## config.mk

```make
export PLATFORM = sky130hd
export DESIGN_NAME = register_move_sequencer_flat
export DESIGN_NICKNAME = d
export VERILOG_FILES = /design/src/rtl/register_move_sequencer_pkg.sv /design/src/rtl/register_move_sequencer_if.sv /design/src/rtl/register_move_sequencer_phase_timer.sv /design/src/rtl/register_move_sequencer.sv /design/src/flat_wrapper.sv
export SDC_FILE = /design/constraint.sdc
export NUM_CORES = 1
export LEC_CHECK = 0
export CAP_MARGIN = 20
export CORE_AREA = 2 2 59 61
export CTS_BUF_LIST = sky130_fd_sc_hd__clkbuf_4 sky130_fd_sc_hd__clkbuf_8
export DETAILED_ROUTE_END_ITERATION = 8
export DIE_AREA = 0 0 61 63
export PLACE_DENSITY = 0.81
export SLEW_MARGIN = 0
export SYNTH_ARGS = -nofsm -noshare
export SYNTH_HDL_FRONTEND = slang
export SYNTH_HIERARCHICAL = 1
export SYNTH_SLANG_ARGS = --single-unit
```

## constraint.sdc

```tcl
create_clock -name i_clk -period 4.8 [get_ports i_clk]
set_input_delay 0.72 -clock i_clk [delete_from_list [all_inputs] [get_ports i_clk]]
set_output_delay 0.72 -clock i_clk [all_outputs]
set_load 0.02 [all_outputs]
```

## src/rtl/register_move_sequencer_pkg.sv

```systemverilog
// Shared types and opcode decode for the register-transfer sequencer.
// Decode is pure combinational; the sequencer registers its result on accept.
// No flow control lives here.
package reg_seq_pkg;

    typedef enum logic [2:0] {
        ST_IDLE,
        ST_SETTLE,
        ST_LOAD,
        ST_HOLD,
        ST_DONE
    } seq_state_t;

    typedef enum logic [2:0] {
        REG_A  = 3'd0,
        REG_B  = 3'd1,
        REG_C  = 3'd2,
        REG_D  = 3'd3,
        REG_M1 = 3'd4,
        REG_M2 = 3'd5,
        REG_X  = 3'd6,
        REG_Y  = 3'd7
    } reg8_t;

    localparam logic [7:0] OP_MOV8_MASK  = 8'hC0;
    localparam logic [7:0] OP_MOV8_VAL   = 8'h00;
    localparam logic [7:0] OP_MOV16_XY_M = 8'hA0;

    typedef struct packed {
        logic       legal;
        logic       is16;
        logic [7:0] sel8;
        logic [7:0] ld8;
    } dec_t;

    // MOV8 with dst==src is a clear: no source drives the bus, so the
    // destination loads the idle (zero) bus value.
    function automatic dec_t decode_instr(input logic [7:0] instr);
        dec_t  d;
        reg8_t dst;
        reg8_t src;
        d   = '0;
        dst = reg8_t'(instr[5:3]);
        src = reg8_t'(instr[2:0]);
        if ((instr & OP_MOV8_MASK) == OP_MOV8_VAL) begin
            d.legal = 1'b1;
            d.ld8   = 8'd1 << dst;
            if (dst != src) begin
                d.sel8 = 8'd1 << src;
            end
        end else if (instr == OP_MOV16_XY_M) begin
            d.legal = 1'b1;
            d.is16  = 1'b1;
        end
        return d;
    endfunction

endpackage

```

## src/rtl/register_move_sequencer_if.sv

```systemverilog
// Handshake and register-unit control bundle for the move sequencer.
// Pure wiring, no latency.
// start is only honoured while the sequencer is idle (busy low).
interface register_move_sequencer_if;
    logic       start;
    logic [7:0] instr;
    logic       busy;
    logic       done;
    logic       illegal;
    logic [7:0] sel8;
    logic [7:0] ld8;
    logic       sel_m;
    logic       ld_xy;

    modport master (
        output start, instr,
        input  busy, done, illegal, sel8, ld8, sel_m, ld_xy
    );

    modport slave (
        input  start, instr,
        output busy, done, illegal, sel8, ld8, sel_m, ld_xy
    );
endinterface

```

## src/rtl/register_move_sequencer_phase_timer.sv

```systemverilog
// Loadable down-counter with terminal-count flag for SETTLE/LOAD phases.
// Loaded value N gives tc after N cycles (tc high in the (N+1)th cycle).
// No backpressure; load has priority over counting.
module seq_phase_timer #(
    parameter int W = 2
) (
    input  logic         i_clk,
    input  logic         i_rst,
    input  logic         i_load,
    input  logic [W-1:0] i_load_val,
    output logic         o_tc
);

    logic [W-1:0] r_cnt;

    // Reload on phase entry, otherwise count down and park at zero.
    always_ff @(posedge i_clk or posedge i_rst) begin
        if (i_rst) begin
            r_cnt <= '0;
        end else if (i_load) begin
            r_cnt <= i_load_val;
        end else if (r_cnt != '0) begin
            r_cnt <= r_cnt - W'(1);
        end
    end

    assign o_tc = (r_cnt == '0);

endmodule

```

## src/rtl/register_move_sequencer.sv

```systemverilog
// Drives register-unit select/load through settle, load and hold phases.
// Legal op: done in cycle SETTLE+LOAD+2 after accept; illegal: done next cycle.
// start is ignored while busy; next accept no earlier than first IDLE cycle.
module register_move_sequencer
    import reg_seq_pkg::*;
#(
    parameter int SETTLE_CYCLES = 2,
    parameter int LOAD_CYCLES   = 1
) (
    input  logic                       i_clk,
    input  logic                       i_rst,
    register_move_sequencer_if.slave   bus
);

    localparam int MAXC = (SETTLE_CYCLES > LOAD_CYCLES) ? SETTLE_CYCLES : LOAD_CYCLES;
    localparam int CW   = $clog2(MAXC) + 1;

    seq_state_t r_state;
    logic       r_busy;
    logic       r_done;
    logic       r_illegal;
    logic [7:0] r_sel8;
    logic [7:0] r_ld8;
    logic       r_sel_m;
    logic       r_ld_xy;
    logic [7:0] r_ld8_cap;
    logic       r_ld_xy_cap;

    dec_t          w_dec;
    logic          w_accept;
    logic          w_tc;
    logic          w_tmr_load;
    logic [CW-1:0] w_tmr_val;

    assign w_dec    = decode_instr(bus.instr);
    assign w_accept = (r_state == ST_IDLE) && bus.start;

    // Counter reloads when entering SETTLE (legal accept) and LOAD.
    assign w_tmr_load = (w_accept && w_dec.legal) || ((r_state == ST_SETTLE) && w_tc);
    assign w_tmr_val  = (r_state == ST_IDLE) ? CW'(SETTLE_CYCLES - 1) : CW'(LOAD_CYCLES - 1);

    seq_phase_timer #(.W(CW)) u_timer (
        .i_clk      (i_clk),
        .i_rst      (i_rst),
        .i_load     (w_tmr_load),
        .i_load_val (w_tmr_val),
        .o_tc       (w_tc)
    );

    // Sequencer FSM; every output is set here for the state being entered.
    always_ff @(posedge i_clk or posedge i_rst) begin
        if (i_rst) begin
            r_state     <= ST_IDLE;
            r_busy      <= 1'b0;
            r_done      <= 1'b0;
            r_illegal   <= 1'b0;
            r_sel8      <= '0;
            r_ld8       <= '0;
            r_sel_m     <= 1'b0;
            r_ld_xy     <= 1'b0;
            r_ld8_cap   <= '0;
            r_ld_xy_cap <= 1'b0;
        end else begin
            case (r_state)
                ST_IDLE: begin
                    if (w_accept) begin
                        r_busy <= 1'b1;
                        if (w_dec.legal) begin
                            r_state     <= ST_SETTLE;
                            r_sel8      <= w_dec.sel8;
                            r_sel_m     <= w_dec.is16;
                            r_ld8_cap   <= w_dec.ld8;
                            r_ld_xy_cap <= w_dec.is16;
                        end else begin
                            r_state   <= ST_DONE;
                            r_done    <= 1'b1;
                            r_illegal <= 1'b1;
                        end
                    end
                end
                ST_SETTLE: begin
                    if (w_tc) begin
                        r_state <= ST_LOAD;
                        r_ld8   <= r_ld8_cap;
                        r_ld_xy <= r_ld_xy_cap;
                    end
                end
                ST_LOAD: begin
                    if (w_tc) begin
                        r_state <= ST_HOLD;
                        r_ld8   <= '0;
                        r_ld_xy <= 1'b0;
                    end
                end
                ST_HOLD: begin
                    r_state <= ST_DONE;
                    r_sel8  <= '0;
                    r_sel_m <= 1'b0;
                    r_done  <= 1'b1;
                end
                ST_DONE: begin
                    r_state   <= ST_IDLE;
                    r_busy    <= 1'b0;
                    r_done    <= 1'b0;
                    r_illegal <= 1'b0;
                end
                default: begin
                    r_state <= ST_IDLE;
                    r_busy  <= 1'b0;
                    r_done  <= 1'b0;
                    r_sel8  <= '0;
                    r_ld8   <= '0;
                    r_sel_m <= 1'b0;
                    r_ld_xy <= 1'b0;
                end
            endcase
        end
    end

    assign bus.busy    = r_busy;
    assign bus.done    = r_done;
    assign bus.illegal = r_illegal;
    assign bus.sel8    = r_sel8;
    assign bus.ld8     = r_ld8;
    assign bus.sel_m   = r_sel_m;
    assign bus.ld_xy   = r_ld_xy;

endmodule

```

## src/flat_wrapper.sv

```systemverilog
// flat-port wrapper written by rule: the top's interface ports become plain ports
module register_move_sequencer_flat import reg_seq_pkg::*;
#(
    parameter int SETTLE_CYCLES = 2,
    parameter int LOAD_CYCLES   = 1
)
  (i_clk, i_rst, bus_start, bus_instr, bus_busy, bus_done, bus_illegal, bus_sel8, bus_ld8, bus_sel_m, bus_ld_xy);
  register_move_sequencer_if bus_i ();
  input  logic i_clk;
  input  logic i_rst;
  input wire logic [$bits(bus_i.start)-1:0] bus_start;
  input wire logic [$bits(bus_i.instr)-1:0] bus_instr;
  output wire logic [$bits(bus_i.busy)-1:0] bus_busy;
  output wire logic [$bits(bus_i.done)-1:0] bus_done;
  output wire logic [$bits(bus_i.illegal)-1:0] bus_illegal;
  output wire logic [$bits(bus_i.sel8)-1:0] bus_sel8;
  output wire logic [$bits(bus_i.ld8)-1:0] bus_ld8;
  output wire logic [$bits(bus_i.sel_m)-1:0] bus_sel_m;
  output wire logic [$bits(bus_i.ld_xy)-1:0] bus_ld_xy;
  assign bus_i.start = bus_start;
  assign bus_i.instr = bus_instr;
  assign bus_busy = bus_i.busy;
  assign bus_done = bus_i.done;
  assign bus_illegal = bus_i.illegal;
  assign bus_sel8 = bus_i.sel8;
  assign bus_ld8 = bus_i.ld8;
  assign bus_sel_m = bus_i.sel_m;
  assign bus_ld_xy = bus_i.ld_xy;
  register_move_sequencer #(.SETTLE_CYCLES(SETTLE_CYCLES), .LOAD_CYCLES(LOAD_CYCLES)) u_core (.i_clk(i_clk), .i_rst(i_rst), .bus(bus_i));
endmodule
```

==> results.json, run 1 <==
{
  "path_clk_slew_ns": 0.12,
  "setup_violations": 0,
  "synth_top_area_cell": "dfrtp_1",
  "netlist_instances": 163,
  "skew_ns": 0.01143,
  "core.rowCount": 21,
  "ys_ff_latch": 35,
  "cts_hold_buf": 0,
  "p_leak_nw": 0.9385,
  "multi_input_area_um2": 764.5,
  "critPathCaptureType": "register",
  "wl_per_cell_um": 13.80,
  "maxCapViolations": 0,
  "routed_via_density": 5.142,
  "cp_slowest_stage_delay_ns": 0.53,
  "worst_slack_ns": 2.408,
  "crit_chain": "clkdlybuf4s50_1 > nor4b_1 > nand2_1 > a21oi_4 > mux2_2",
  "place_ws_ns": 2.051,
  "report.final.slew_viol_count": 0,
  "nFillCells": 278,
  "ctsRootBufferMaster": "clkbuf_4",
  "gr-usage-all-layers_pct": 19.75,
  "ys.flop_type": "dfrtp_1",
  "antenna_found_initial": 0,
  "async_flop_share_pct": 100.0,
  "max_freq_mhz": 418.0,
  "synthTopCellsByArea": "dfrtp_1 52%, mux2_2 10%, nand2_1 5.5%",
  "fin_nets": 212,
  "place_inst": 237,
  "grt_pass1_vias": 1288,
  "power_density_mw_per_mm2": 507.0,
  "via_count": 1270,
  "syn_area_mm2": 0.001697,
  "die-area_mm2": 0.003843,
  "diodes": 0,
  "grt_pass1_wl_um": 5720,
  "cts_max_path_buffers": 2,
  "cts_sinks": 35,
  "synth_nets": 175,
  "layout-drive-gt1-share_pct": 17.91,
  "met3RoutedLength_um": 153,
  "seq_area_um2": 875.8,
  "synth_top_area_share_pct": 51.62,
  "top_layer": "met4",
  "rsz0062_at_grt": "false",
  "critPathKind": "primary input to register",
  "fin_worst_hold_slack_ns": 0.4928,
  "yosysUniqueCellTypes": 40,
  "drc": 0,
  "crit_buf_inv": 1,
  "drtIter0Drc": 51,
  "r2r_slack_ns": 2.86,
  "vdd_drop_max_mv": 0.3287,
  "cts_tree": "done",
  "fin_tns_setup_ns": 0,
  "wirelength_um": 3408,
  "status": "finished clean",
  "p_total_mw": 1.098,
  "tightest_slew_ns": 0.6969,
  "io_buffers": 31,
  "ys_seq_area_share_pct": 51.62,
  "path_max_fanout": 10,
  "die_h_um": 63,
  "fin_crit_ns": 2.392,
  "met2_length_um": 1691,
  "fin_crit_sh_pct": 49.84,
  "worst_path_max_delay_cell": "clkdlybuf4s50_1",
  "worstSkewPairLatency_ns": 0.34,
  "wl_met1_um": 1520,
  "maxSlewHeadroom_pct": 52.95,
  "place_congestion": 0.8638,
  "grt_max_degree": 34,
  "hold_path_class": "register to register",
  "yosysWarningCount": 6,
  "cp-start-kind": "primary input",
  "grt_overflow": 0,
  "ant_nets": 0,
  "critPathRequiredTime_ns": 5.04,
  "synth_edf_count": 0,
  "cts_resized": 0,
  "area_growth_syn_to_layout_pct": 27.58,
  "htreeDepth": 2,
  "crit_family": "simple AND/OR/NAND/NOR gates",
  "dp_hpwl_um": 2401,
  "post_cts_buffers": 0,
  "syn_area_per_cell_um2": 10.41,
  "die_x_um": 61,
  "ios": 32,
  "layout.cells.non_filler": 247,
  "start_util_pct": 52.50,
  "cts_buffers": 5,
  "hold_viol": 0,
  "arrival_ns": 2.63,
  "first_pass_iters": 6,
  "core_mm2": 0.003232
}
==> flip-flops by register name, indices dropped and copies added (netlist names), 2 cells and up <==
signal,flops
u_core/u_timer/r_cnt,2
u_core/bus.ld8,8
u_core/r_state,3
u_core/r_ld8_cap,8
u_core/bus.sel8,8
==> through the flow <==
stage | area, um2 | utilization [%]
global placement | 2047 | 63.34
CTS | 2152 | 66.59
detailed placement | 2047 | 63.34
global route | 2165 | 66.98
floorplan | 1697 | -
finish | 2165 | 66.98
==> cells by family after synthesis <==
kind of cell | synth area share [%]
buffers and inverters | 3.318
flip-flops | 51.62
multiplexers | 11.21
AND/OR/NAND/NOR | 18.58
adder cells (fa/ha/maj) | 1.327
other | 0.2210
XOR/XNOR | 1.549
AO/OA/AOI/OAI | 12.17
==> synth_stat cells, types with 2 or more instances <==
| cell type | n |
|---|---|
| dfrtp_1 | 35 |
| nand2_1 | 25 |
| nor2_1 | 18 |
| mux2_2 | 15 |
| o21ai_0 | 13 |
| inv_1 | 6 |
| a21oi_1 | 5 |
| nand2b_1 | 4 |
| nand3b_1 | 3 |
| nor3_1 | 3 |
| xor2_1 | 3 |
| a21oi_4 | 2 |
| buf_2 | 2 |
| nor4b_1 | 2 |
| o31ai_1 | 2 |
==> where the power goes <==
part	switching, mW	internal [mW]	total [mW]	leakage, nW
Sequential	0.0582	0.350	0.408	0.473
Combinational	0.232	0.191	0.423	0.414
Clock	0.105	0.162	0.267	0.0514
Total	0.395	0.702	1.10	0.938
==> layout make-up <==
type,instances,area share (%)
clock buffer,5,1.734
clock inverter,3,3.121
inverter,7,1.445
multi-input combinational,117,35.32
sequential,35,40.46
tap,46,2.659
timing repair buffer,34,15.26
==> worst reg2reg max path, cell delays in order, from the launching register on <==
cell and delay (ns):
dfrtp_1 0.51, or3_4 0.47, clkinv_4 0.10, nand2_4 0.06
a21oi_4 0.30, mux2_2 0.39
==> final timing paths <==
check                                         startpoint                             endpoint  depth (start not counted)
setup / recovery                            bus_instr[3]      u_core/r_ld8_cap[2]$_DFFE_PP0P_                          5
hold / removal             u_core/bus.ld8[7]$_DFFE_PP0P_        u_core/bus.ld8[7]$_DFFE_PP0P_                          2
setup reg to reg           u_core/r_state[1]$_DFFE_PP0P_      u_core/r_ld8_cap[2]$_DFFE_PP0P_                          5
hold reg to reg            u_core/bus.ld8[7]$_DFFE_PP0P_        u_core/bus.ld8[7]$_DFFE_PP0P_                          2
max in group asynchronous                          i_rst       u_core/bus.sel8[5]$_DFFE_PP0P_                          3
min in group asynchronous                          i_rst  u_core/u_timer/r_cnt[0]$_DFFE_PP0P_                          2
==> per-layer routing <==
metal	up-vias	track usage, %
li1	630	-
met1	604	25.24
met2	32	31.85
met3	4	4.762
met4	0	7.337
met5	-	0
==> cell usage in the layout, fill, tap and decap left out, types with 4 or more instances in the layout <==
| cell type | n |
|---|---|
| mux2_2 | 15 |
| a21oi_1 | 5 |
| nand2b_1 | 4 |
| o21ai_0 | 13 |
| clkbuf_4 | 5 |
| clkdlybuf4s50_1 | 31 |
| nand2_1 | 25 |
| inv_1 | 6 |
| nor2_1 | 18 |
| dfrtp_1 | 35 |
No activity file was read; power rests on OpenSTA's default activity.
==> run 2: changes to the inputs <==
--- a/config.mk
+++ b/config.mk
@@ -6,11 +6,11 @@
 export NUM_CORES = 1
 export LEC_CHECK = 0
 export CAP_MARGIN = 20
-export CORE_AREA = 2 2 59 61
+export CORE_AREA = 2 2 60 62
 export CTS_BUF_LIST = sky130_fd_sc_hd__clkbuf_4 sky130_fd_sc_hd__clkbuf_8
 export DETAILED_ROUTE_END_ITERATION = 8
-export DIE_AREA = 0 0 61 63
-export PLACE_DENSITY = 0.81
+export DIE_AREA = 0 0 62 64
+export PLACE_DENSITY = 0.79
 export SLEW_MARGIN = 0
 export SYNTH_ARGS = -nofsm -noshare
 export SYNTH_HDL_FRONTEND = slang
==> constraint.sdc (replaced) <==
create_clock -name i_clk -period 2.27 [get_ports i_clk]
set_input_delay 0.3405 -clock i_clk [delete_from_list [all_inputs] [get_ports i_clk]]
set_output_delay 0.3405 -clock i_clk [all_outputs]
set_load 0.02 [all_outputs]
==> results.json, run 2 (synthesis gave the netlist of run 1 again) <==
{
  "grt_max_degree": 34,
  "path_clk_slew_ns": 0.11,
  "grt_overflow": 0,
  "critPathRequiredTime_ns": 2.50,
  "final_common_cell": "dfrtp_1",
  "fin_nets": 222,
  "post_cts_buffers": 0,
  "dpl_cell_area_mm2": 0.002130,
  "start_util_pct": 51.66,
  "htreeDepth": 2,
  "worst_path_max_delay_cell": "dfrtp_1",
  "cts_hold_buf": 0,
  "vdd_drop_max_mv": 0.8828,
  "die_h_um": 64,
  "crit_chain": "or3_4 > clkinv_4 > a21oi_2 > a21oi_4 > mux2_2",
  "path_max_fanout": 10,
  "ant_nets": 0,
  "drtIter0Drc": 43,
  "place_congestion": 0.8936,
  "cts_max_path_buffers": 2,
  "first_pass_iters": 4,
  "fin_crit_sh_pct": 83.83,
  "die-area_mm2": 0.003968,
  "p_total_mw": 2.153,
  "nFillCells": 269,
  "setup_violations": 0,
  "status": "finished clean",
  "grt_pass1_wl_um": 6072,
  "final_cell_mix": "35 x dfrtp_1, 31 x clkdlybuf4s50_1, 25 x nand2_1, 18 x nor2_1, 15 x mux2_2",
  "skew_ns": 0.01069,
  "final_core_util_pct": 66.82,
  "routed_via_density": 5.183,
  "drc": 0,
  "critPathKind": "register to register",
  "dp_hpwl_um": 2612,
  "die_x_um": 62,
  "report.final.slew_viol_count": 0,
  "cts_tree": "done",
  "hold_viol": 0,
  "fin_tns_setup_ns": 0,
  "max_freq_mhz": 525.5,
  "multi_input_area_um2": 764.5,
  "cts_resized": 0,
  "antenna_found_initial": 0,
  "fin_crit_ns": 1.903,
  "cts_buffers": 5,
  "power_density_mw_per_mm2": 980.9,
  "p_leak_nw": 0.9710,
  "area_growth_syn_to_layout_pct": 29.35,
  "wl_per_cell_um": 13.97,
  "rsz0062_at_grt": "false",
  "maxSlewHeadroom_pct": 62.31,
  "layout-drive-gt1-share_pct": 21.80,
  "ios": 32,
  "worstSkewPairLatency_ns": 0.34,
  "wirelength_um": 3591,
  "hold_path_class": "primary input to async pin",
  "core.rowCount": 21,
  "ctsRootBufferMaster": "clkbuf_4",
  "diodes": 0,
  "io_buffers": 31,
  "seq_area_um2": 875.8,
  "arrival_ns": 2.14,
  "cts_sinks": 35,
  "via_count": 1332,
  "core_mm2": 0.003284,
  "critPathCaptureType": "register",
  "cp-start-kind": "register",
  "maxCapViolations": 0,
  "grt_pass1_vias": 1357,
  "gr-usage-all-layers_pct": 20.47,
  "tightest_slew_ns": 0.5605,
  "cp_slowest_stage_delay_ns": 0.50,
  "fin_area_mm2": 0.002195
}
==> run 2: cell count changes in the layout (fill, tap and decap cells not counted) <==
cell        delta
bufinv_16      -2
clkinvlp_4     -1
clkbuf_4       +2
clkinv_2       +1
buf_2          -1
buf_4         +11
==> run 2: worst max-delay path, delay by kind of cell, from the launching register on <==
family,cells,cell delay [ns]
DFF,1,0.50
and+or+nand+nor,1,0.45
muxes,1,0.38
AOI/OAI and AO/OA,2,0.37
buffers and inverters,1,0.10
==> run 2: layout make-up <==
cell class                      count  area share (%)
Multi-Input combinational cell    117           34.83
Inverter                            7           1.425
Clock buffer                        7           2.395
Sequential cell                    35           39.91
Clock inverter                      1          0.2281
Tap cell                           46           2.623
Timing Repair Buffer               44           18.59
==> run 2: report_power, final <==
part	switching, mW	internal (mW)
Combinational	0.527	0.435
Clock	0.205	0.145
Sequential	0.102	0.739
==> run 2: final timing paths <==
kind	startpoint	to	slack [ns]	cells after the start
max	u_core/r_state[2]$_DFFE_PP0P_	u_core/bus.sel8[7]$_DFFE_PP0P_	0.37	5
min	i_rst	u_core/u_timer/r_cnt[0]$_DFFE_PP0P_	0.17	2
max reg2reg	u_core/r_state[2]$_DFFE_PP0P_	u_core/bus.sel8[7]$_DFFE_PP0P_	0.37	5
min reg2reg	u_core/bus.ld8[1]$_DFFE_PP0P_	u_core/bus.ld8[1]$_DFFE_PP0P_	0.48	2
max in group asynchronous	i_rst	u_core/bus.ld8[2]$_DFFE_PP0P_	1.56	3
min in group i_clk	u_core/bus.ld8[1]$_DFFE_PP0P_	u_core/bus.ld8[1]$_DFFE_PP0P_	0.48	2
==> run 2: layer usage <==
metal | wire [um] | global-route usage, % | vias up
met1 | 1600 | 27.38 | 633
met2 | 1732 | 30.99 | 43
met5 | 0 | 0 | -
li1 | - | - | 651
met4 | 56 | 8.245 | 0
met3 | 201 | 5.466 | 5
==> run 2: metrics by stage <==
| stage | setup slack (ns) | std cells | hold WS, ns |
|---|---|---|---|
| global placement | 0.1283 | 248 | 0.4590 |
| detailed placement | 0.06757 | 248 | 0.4696 |
| finish | 0.3671 | 257 | 0.1703 |
| floorplan | 0.5511 | 163 | 0.08168 |
| CTS | 0.2378 | 256 | 0.1559 |
| global route | 0.2981 | 257 | 0.1654 |
==> run 3: changes to the inputs <==
==> constraint.sdc (replaced) <==
create_clock -name i_clk -period 1.8 [get_ports i_clk]
set_input_delay 0.27 -clock i_clk [delete_from_list [all_inputs] [get_ports i_clk]]
set_output_delay 0.27 -clock i_clk [all_outputs]
set_load 0.02 [all_outputs]
==> results.json, run 3 (synthesis gave the netlist of run 1 again) <==
{
  "status": "finished clean",
  "via_count": 1378,
  "diodes": 0,
  "core_mm2": 0.003284,
  "gr-usage-all-layers_pct": 20.20,
  "critPathKind": "register to register",
  "core.rowCount": 21,
  "critPathLaunch": "u_core/r_state[1]$_DFFE_PP0P_",
  "final_cell_mix": "35 x dfrtp_1, 31 x clkdlybuf4s50_1, 25 x nand2_1, 23 x buf_4, 17 x nor2_1",
  "hold_viol": 0,
  "cts_hold_buf": 0,
  "drtIter0Drc": 54,
  "worst_slack_ns": 0.03696,
  "wirelength_um": 3602,
  "cts_max_path_buffers": 2,
  "layout-drive-gt1-share_pct": 26.58,
  "fin_crit_sh_pct": 97.95,
  "drc": 0,
  "ctsRootBufferMaster": "clkbuf_4",
  "layout.cells.non_filler": 268,
  "crit_family": "simple AND/OR/NAND/NOR gates",
  "critPathCaptureType": "register",
  "io_buffers": 31,
  "setup_violations": 0,
  "first_pass_iters": 4,
  "place_ws_ns": -0.3636,
  "fin_nets": 234,
  "arrival_ns": 2.00,
  "max_freq_mhz": 567.2,
  "r2r-end": "u_core/bus.sel8[2]$_DFFE_PP0P_",
  "crit_chain": "or3_4 > clkinv_4 > a21oi_4 > a21oi_4 > buf_12 > mux2_2",
  "place_congestion": 0.8094,
  "cts_sinks": 35,
  "seq_area_um2": 875.8,
  "ant_nets": 0,
  "rr_startpoint": "u_core/r_state[1]$_DFFE_PP0P_",
  "r2r_slack_ns": 0.04,
  "hold_path_class": "primary input to async pin",
  "crit_buf_inv": 2,
  "ios": 32,
  "htreeDepth": 2,
  "grt_util_met1_pct": 25.23,
  "critPathRequiredTime_ns": 2.04,
  "routed_via_density": 5.142,
  "p_leak_nw": 1.040,
  "critPathMostFrequentCell": "a21oi_4",
  "path_clk_slew_ns": 0.10,
  "cts_buffers": 5,
  "fin_crit_ns": 1.763,
  "wl_per_cell_um": 13.44,
  "final_core_util_pct": 71.01,
  "power_density_mw_per_mm2": 1241,
  "grt_max_degree": 34,
  "start_util_pct": 51.66,
  "dp_hpwl_um": 2504,
  "report.final.slew_viol_count": 0,
  "die-area_mm2": 0.003968,
  "die_x_um": 62,
  "cp-start-kind": "register",
  "maxCapViolations": 0,
  "skew_ns": 0.01233,
  "nFillCells": 254,
  "die_h_um": 64,
  "cp.depth": 6,
  "vdd_drop_max_mv": 0.8900,
  "area_growth_syn_to_layout_pct": 37.46,
  "multi_input_area_um2": 788.3,
  "grt_pass1_wl_um": 5871,
  "grt_pass1_vias": 1325,
  "worstSkewPairLatency_ns": 0.35,
  "worst_path_max_delay_cell": "or3_4",
  "grt_util_met2_pct": 31.38,
  "met3_usage_pct": 6.275,
  "antenna_found_initial": 0,
  "path_max_fanout": 8,
  "ff2ff_path_depth": 6,
  "cp_slowest_stage_delay_ns": 0.43,
  "cts_tree": "done",
  "cp-endpoint": "u_core/bus.sel8[2]$_DFFE_PP0P_",
  "grt_overflow": 0,
  "final_common_cell": "dfrtp_1",
  "gr-max-usage-layer": "met2",
  "place_inst": 258
}
-- run 3: cell types whose count changed in the layout (fill, tap and decap cells not counted), sizes merged --
cell    previous run  this run
clkbuf             7         6
buf               13        25
-- run 3: worst reg2reg max path: stages, from the launching register on --
cell and delay (ns):
dfrtp_1 0.40, or3_4 0.43, clkinv_4 0.11, a21oi_4 0.08, a21oi_4 0.16, buf_12 0.14
mux2_2 0.34
-- run 3: worst min path at each step --
| stage | endpoint | depth (start not counted) | startpoint |
|---|---|---|---|
| 2_1_floorplan | u_core/u_timer/r_cnt[0]$_DFFE_PP0P_ | 1 | i_rst |
| 3_3_place_gp | u_core/u_timer/r_cnt[0]$_DFFE_PP0P_ | 2 | i_rst |
| 3_5_place_dp | u_core/u_timer/r_cnt[0]$_DFFE_PP0P_ | 2 | i_rst |
| 4_1_cts | u_core/u_timer/r_cnt[0]$_DFFE_PP0P_ | 2 | i_rst |
| 5_1_grt | u_core/u_timer/r_cnt[0]$_DFFE_PP0P_ | 2 | i_rst |
| 6_report | u_core/u_timer/r_cnt[0]$_DFFE_PP0P_ | 2 | i_rst |
-- run 3: repair_timing --
| item | CTS | global route |
|---|---|---|
| buffers inserted | 0 | 3 |
| endpoints found under the hold margin | 0 | 0 |
| resized for setup | 0 | 5 |
| endpoints found under the setup margin | 0 | 18 |
-- run 3: metal layers --
layer	vias to the layer above	part of all wire, %
met5	-	0
met2	44	50
li1	673	-
met4	0	2.2
met3	8	5.3
met1	653	42
-- run 3: cell type report --
class                           instances  share of cell area (%)
Clock buffer                            6                   2.200
Multi-Input combinational cell        117                   33.80
Clock inverter                          1                  0.2146
Sequential cell                        35                   37.55
Timing Repair Buffer                   56                   22.42
Tap cell                               46                   2.468
Inverter                                7                   1.341
-- run 3: stage by stage --
step	TNS, ns	hold WS, ns	power, mW	area, um2
after floorplan	0	0.01118	1.902	1697
after global placement	-5.731	0.4594	2.291	2205
after detailed placement	-6.347	0.4631	2.335	2205
after CTS	0	0.09445	2.777	2261
after global routing	-0.1208	0.1039	3.100	2332
final	0	0.1027	2.895	2332
-- run 3: where the power goes --
part | leakage (nW) | switching (mW) | internal [mW]
combinational | 0.533 | 0.755 | 0.686
sequential | 0.473 | 0.0886 | 0.933
clock | 0.0341 | 0.251 | 0.181
